## src/rtl/option_stream_unpacker.sv

```systemverilog
// rtl/option_stream_unpacker.sv - Option-word decoder feeding a valid/ready FIFO with None/drop statistics
module option_stream_unpacker #(
    parameter int DATA_W = 16,
    parameter int DEPTH  = 4,
    parameter int CNT_W  = 16
) (
    input  logic                       _i_clk,
    input  logic                       _i_rst_n,
    input  logic [DATA_W:0]            _i_opt,
    input  logic                       _i_flush,
    output logic [DATA_W-1:0]          _o_data,
    output logic                       _o_valid,
    input  logic                       _i_ready,
    output logic [$clog2(DEPTH):0]     _o_count,
    output logic [CNT_W-1:0]           _o_none_cnt,
    output logic [CNT_W-1:0]           _o_drop_cnt,
    output logic                       _o_overflow
);
    localparam int AW = $clog2(DEPTH);
    localparam int CW = AW + 1;

    logic [DATA_W-1:0] r_mem [DEPTH];
    logic [AW-1:0]     r_wr_ptr;
    logic [AW-1:0]     r_rd_ptr;
    logic [CW-1:0]     r_count;
    logic [CNT_W-1:0]  r_none_cnt;
    logic [CNT_W-1:0]  r_drop_cnt;
    logic              r_overflow;

    logic w_is_none;
    logic w_push_req;
    logic w_valid;
    logic w_full;
    logic w_pop;
    logic w_push;
    logic w_drop;

    assign w_is_none  = _i_opt[DATA_W];
    assign w_push_req = !_i_opt[DATA_W];
    assign w_valid    = (r_count != '0);
    assign w_full     = (r_count == CW'(DEPTH));
    assign w_pop      = w_valid && _i_ready && !_i_flush;
    // A pop frees the slot in the same cycle, so a full FIFO still accepts.
    assign w_push     = w_push_req && !_i_flush && (!w_full || w_pop);
    assign w_drop     = w_push_req && !_i_flush && w_full && !w_pop;

    always_ff @(posedge _i_clk) begin
        if (w_push) begin
            r_mem[r_wr_ptr] <= _i_opt[DATA_W-1:0];
        end
    end

    always_ff @(posedge _i_clk or negedge _i_rst_n) begin
        if (!_i_rst_n) begin
            r_wr_ptr <= '0;
            r_rd_ptr <= '0;
            r_count  <= '0;
        end else if (_i_flush) begin
            r_wr_ptr <= '0;
            r_rd_ptr <= '0;
            r_count  <= '0;
        end else begin
            if (w_push) begin
                r_wr_ptr <= r_wr_ptr + AW'(1);
            end
            if (w_pop) begin
                r_rd_ptr <= r_rd_ptr + AW'(1);
            end
            if (w_push && !w_pop) begin
                r_count <= r_count + CW'(1);
            end else if (w_pop && !w_push) begin
                r_count <= r_count - CW'(1);
            end
        end
    end

    // Statistics survive flush; only reset clears them.
    always_ff @(posedge _i_clk or negedge _i_rst_n) begin
        if (!_i_rst_n) begin
            r_none_cnt <= '0;
            r_drop_cnt <= '0;
            r_overflow <= 1'b0;
        end else begin
            if (w_is_none && (r_none_cnt != {CNT_W{1'b1}})) begin
                r_none_cnt <= r_none_cnt + CNT_W'(1);
            end
            if (w_drop) begin
                r_overflow <= 1'b1;
                if (r_drop_cnt != {CNT_W{1'b1}}) begin
                    r_drop_cnt <= r_drop_cnt + CNT_W'(1);
                end
            end
        end
    end

    assign _o_valid    = w_valid;
    assign _o_data     = w_valid ? r_mem[r_rd_ptr] : '0;
    assign _o_count    = r_count;
    assign _o_none_cnt = r_none_cnt;
    assign _o_drop_cnt = r_drop_cnt;
    assign _o_overflow = r_overflow;
endmodule

```

## config.mk

```make
export PLATFORM = sky130hd
export DESIGN_NAME = option_stream_unpacker
export DESIGN_NICKNAME = d
export VERILOG_FILES = /design/src/rtl/option_stream_unpacker.sv
export SDC_FILE = /design/constraint.sdc
export NUM_CORES = 1
export LEC_CHECK = 0
export CELL_PAD_IN_SITES_DETAIL_PLACEMENT = 0
export CELL_PAD_IN_SITES_GLOBAL_PLACEMENT = 1
export CORE_MARGIN = 2
export CORE_UTILIZATION = 47
export CTS_CLUSTER_DIAMETER = 80
export DETAILED_ROUTE_END_ITERATION = 12
export GPL_TIMING_DRIVEN = 0
export MAX_ROUTING_LAYER = met4
export PLACE_DENSITY_LB_ADDON = 0.1
export RECOVER_POWER = 50
export SYNTH_ARGS = -nofsm -noshare
export SYNTH_HDL_FRONTEND = slang
export SYNTH_SLANG_ARGS = --single-unit
export TNS_END_PERCENT = 20
```

## constraint.sdc

```tcl
create_clock -name _i_clk -period 6.7 [get_ports _i_clk]
set_input_delay 1.34 -clock _i_clk [delete_from_list [all_inputs] [get_ports _i_clk]]
set_output_delay 1.34 -clock _i_clk [all_outputs]
set_load 0.03 [all_outputs]
```

==> reports/results.tsv <==
stage	metric	value	unit
run_status	outcome	complete, but fails checks	
run_status	violations	capacitance limit, slew limit	
worst_hold_path	worstHoldEndpoint	_o_overflow$_DFFE_PN0P_	
detailed_routing	dr.first_iter.drc_count	102	
worst_hold_path	min_path_type	flip-flop to flip-flop	
detailed_routing	avgRoutedWirePerCell	15.9	µm
worst_hold_path	whs_path_depth	1	
global_route	grt_max_degree	35	
place	portBuffers	72	
detailed_routing	avgViaCountPerCell	5.25	
logic_synthesis	synth.distinct_cells	46	
cts	htree_levels	3	
cts	clockBufferDepth	2	
timing	worstMarginPinSlew	1.86	ns
cells_and_area	multi_input_area	1540	µm²
global_route	grt_pass1_vias	2733	
logic_synthesis	ys_seq_area_share	64.0	%
power_and_ir_drop	p_leak	0.00207	µW
timing	fmaxAchievable	223	MHz
place	hpwlAfterDp	5640	µm
timing	tns	0	ns
cells_and_area	post-route-util	60.2	%
cells_and_area	final_cells	528	
floorplanning	std_cell_rows	35	
cells_and_area	drive_gt1_share	11.3	%
critical_path	required	6.92	ns
critical_path	critPathTopFamily	simple AND/OR/NAND/NOR gates	
critical_path	worstReg2RegEnd	_o_count[2]$_DFFE_PN0P_	
global_route	track_usage	17.5	%
detailed_routing	routed_wl	8370	µm
floorplanning	pin_count	74	
place	gp_congestion	0.817	
cts	cts_resized	0	
logic_synthesis	yosysWarnings	0	
place	place_area	5460	µm²
critical_path	timing.rr.start	_o_count[1]$_DFFE_PN0P_	
critical_path	slowest_delay	1.13	ns
critical_path	reg2reg_depth	8	
detailed_routing	vias	2770	
cells_and_area	ff_latch_area	2920	µm²
cells_and_area	layout.nets	422	
timing	hold_viol	0	
cells_and_area	antenna_cells	0	
logic_synthesis	avgSynthCellArea	14.7	µm²
cts	cts_made_buffers	9	
cells_and_area	stdcell_area	5620	µm²
critical_path	end_kind	flip-flop	
critical_path	cp.arrival	4.70	ns
floorplanning	die_h	103	µm
power_and_ir_drop	irDropWorstVdd	0.206	mV
floorplanning	start_util	48.9	%
timing	finalCritPeriodShare	66.8	%
global_route	overflow	0	
cts	cts.clk_slew.worst_paths	0.10	ns
detailed_routing	firstDrtPassIters	4	
cells_and_area	nFillCells	790	
timing	rsz0062_at_grt	false	
timing	finClkSkew	0.0125	ns
global_route	grt_pass1_wl	13700	µm
timing	drv_slew	35	
power_and_ir_drop	p_per_area	336	nW/µm²
cts	clkLatencyLatePin	0.35	ns
logic_synthesis	ys_ff_latch	104	
logic_synthesis	syn_area	4560	µm²
cts	cts.sinks	104	
timing	setup_viol	0	
timing	whs	0.487	ns
worst_hold_path	min_from	_o_overflow$_DFFE_PN0P_	
cts	hold_buffers	0	
flow_run	cap_violations	1	
detailed_routing	drcViolationCount	0	
critical_path	path_buf_inv	1	
critical_path	startpoint_type	input pin	
critical_path	crit_type	input pin to flip-flop	
floorplanning	coreArea	9330	µm²
detailed_routing	antenna_left	0	
cells_and_area	syn2layout_area_growth	23.1	%
critical_path	worst-path-max-fanout	8	
cts	cts-root-buf	clkbuf_8	
floorplanning	dieArea	10500	µm²
critical_path	cp_cell_sequence	dlygate4sd3_1 -> nor4b_1 -> nor3_1 -> and2_1 -> fa_1 -> or3_1 -> a311oi_1 -> nor2_1	
floorplanning	die_width	103	µm
global_route	grt_antenna_before_repair	0	
timing	finalCriticalPeriod	4.48	ns
logic_synthesis	synthesis.nets	338	
logic_synthesis	syn_inst	310	
cts	cts_tree	built	
cts	postCtsSetupBuffers	0	
critical_path	critPathSlowestCell	nor4b_1	
timing	slew_headroom	-24.1	%
critical_path	worst-r2r-setup-slack	3.33	ns
place	placed_cells	512	
## placed cells by master, fill, tap and decap left out, drive strengths merged, types with 8 or more instances in the layout
cell,synthesis,layout
a21oi,10,10
and2,24,24
clkbuf,10,21
clkdlybuf4s50,0,50
dfrtp,40,40
dlygate4sd3,0,21
edfxtp,64,64
inv,6,8
mux4,16,16
nand2,12,12
nand3,13,13
nand4,10,10
nor2,14,14
nor3,8,8
xnor2,10,10
xor2,15,15
## power by group
group | leakage (µW) | internal, µW | switching, µW
combinational | 0.000867 | 323 | 400
sequential | 0.00111 | 743 | 55.1
clock | 0.0000961 | 143 | 223
## worst max path at each step
stage / startpoint / endpoint / slack [ns] / depth (start not counted)
3_5_place_dp: _i_ready / _o_count[2]$_DFFE_PN0P_ / 2.63 / 8
6_report: _i_ready / _o_count[2]$_DFFE_PN0P_ / 2.22 / 8
4_1_cts: r_rd_ptr[1]$_DFFE_PN0P_ / _o_data[13] / 2.55 / 5
2_1_floorplan: _o_count[1]$_DFFE_PN0P_ / _o_data[10] / 3.50 / 5
3_3_place_gp: _i_ready / _o_count[2]$_DFFE_PN0P_ / 2.68 / 8
5_1_grt: _i_ready / _o_count[2]$_DFFE_PN0P_ / 1.93 / 8
## through the flow
step | worst slack [ns] | power, µW
6_report | 2.22 | 1890
5_1_grt | 1.93 | 2000
4_1_cts | 2.55 | 1920
3_5_place_dp | 2.63 | 1550
3_3_place_gp | 2.68 | 1540
2_1_floorplan | 3.50 | 1270
## metal layers
metal  vias up  wire length [µm]  global-route usage, %  part of all wire [%]
met4         0                43                   4.10                  0.51
met5         -                 0                      -                     0
li1       1335                 -                      -                     -
met3         2               243                   3.80                   2.9
met1      1380              3990                   24.2                    48
met2        53              4090                   26.9                    49
## registers in the layout (all words and copies together) (netlist names)
register     flops
r_mem           64
_o_drop_cnt     16
_o_none_cnt     16
_o_count         3
r_rd_ptr         2
r_wr_ptr         2
_o_overflow      1
## synthesized netlist by cell type (all sizes together)
master | instances | area, µm²
edfxtp | 64 | 1920
dfrtp | 40 | 1000
and2 | 24 | 151
mux4 | 16 | 360
xor2 | 15 | 131
nor2 | 14 | 52.6
nand3 | 13 | 65.1
nand2 | 12 | 45.0
a21oi | 10 | 50.1
clkbuf | 10 | 38.8
nand4 | 10 | 77.6
xnor2 | 10 | 87.6
nor3 | 8 | 45.0
and3 | 6 | 37.5
ha | 6 | 75.1
inv | 6 | 22.5
mux2 | 5 | 56.3
a211oi | 4 | 30.0
and4 | 4 | 35.0
a31oi | 3 | 18.8
buf | 3 | 21.3
nand2b | 3 | 18.8
nor4 | 3 | 25.0
o2111ai | 3 | 26.3
a2111oi | 2 | 23.8
a41oi | 2 | 17.5
nor2b | 2 | 12.5
o21ai | 2 | 10.0
or3 | 2 | 13.8
a311oi | 1 | 8.76
fa | 1 | 20.0
mux2i | 1 | 10.0
nor3b | 1 | 7.51
nor4b | 1 | 23.8
o211ai | 1 | 7.51
o21a | 1 | 7.51
or4 | 1 | 7.51
## cells by family after synthesis
kind of cell / count (synthesis) / synth area share, %
AO/OA/AOI/OAI: 29 / 4.39
multiplexers: 22 / 9.35
buffers and inverters: 19 / 1.81
flip-flops: 104 / 64.0
adder cells (fa/ha/maj): 7 / 2.08
AND/OR/NAND/NOR: 104 / 13.5
XOR/XNOR: 25 / 4.80
## final cells by class
| class | count | area share, % |
|---|---|---|
| Timing Repair Buffer | 73 | 12.8 |
| Inverter | 6 | 0.401 |
| Clock buffer | 9 | 2.20 |
| Clock inverter | 7 | 1.18 |
| Tap cell | 129 | 2.87 |
| Sequential cell | 104 | 52.0 |
| Buffer | 13 | 1.07 |
| Multi-Input combinational cell | 187 | 27.5 |
Power figures use the tool's default switching activity.
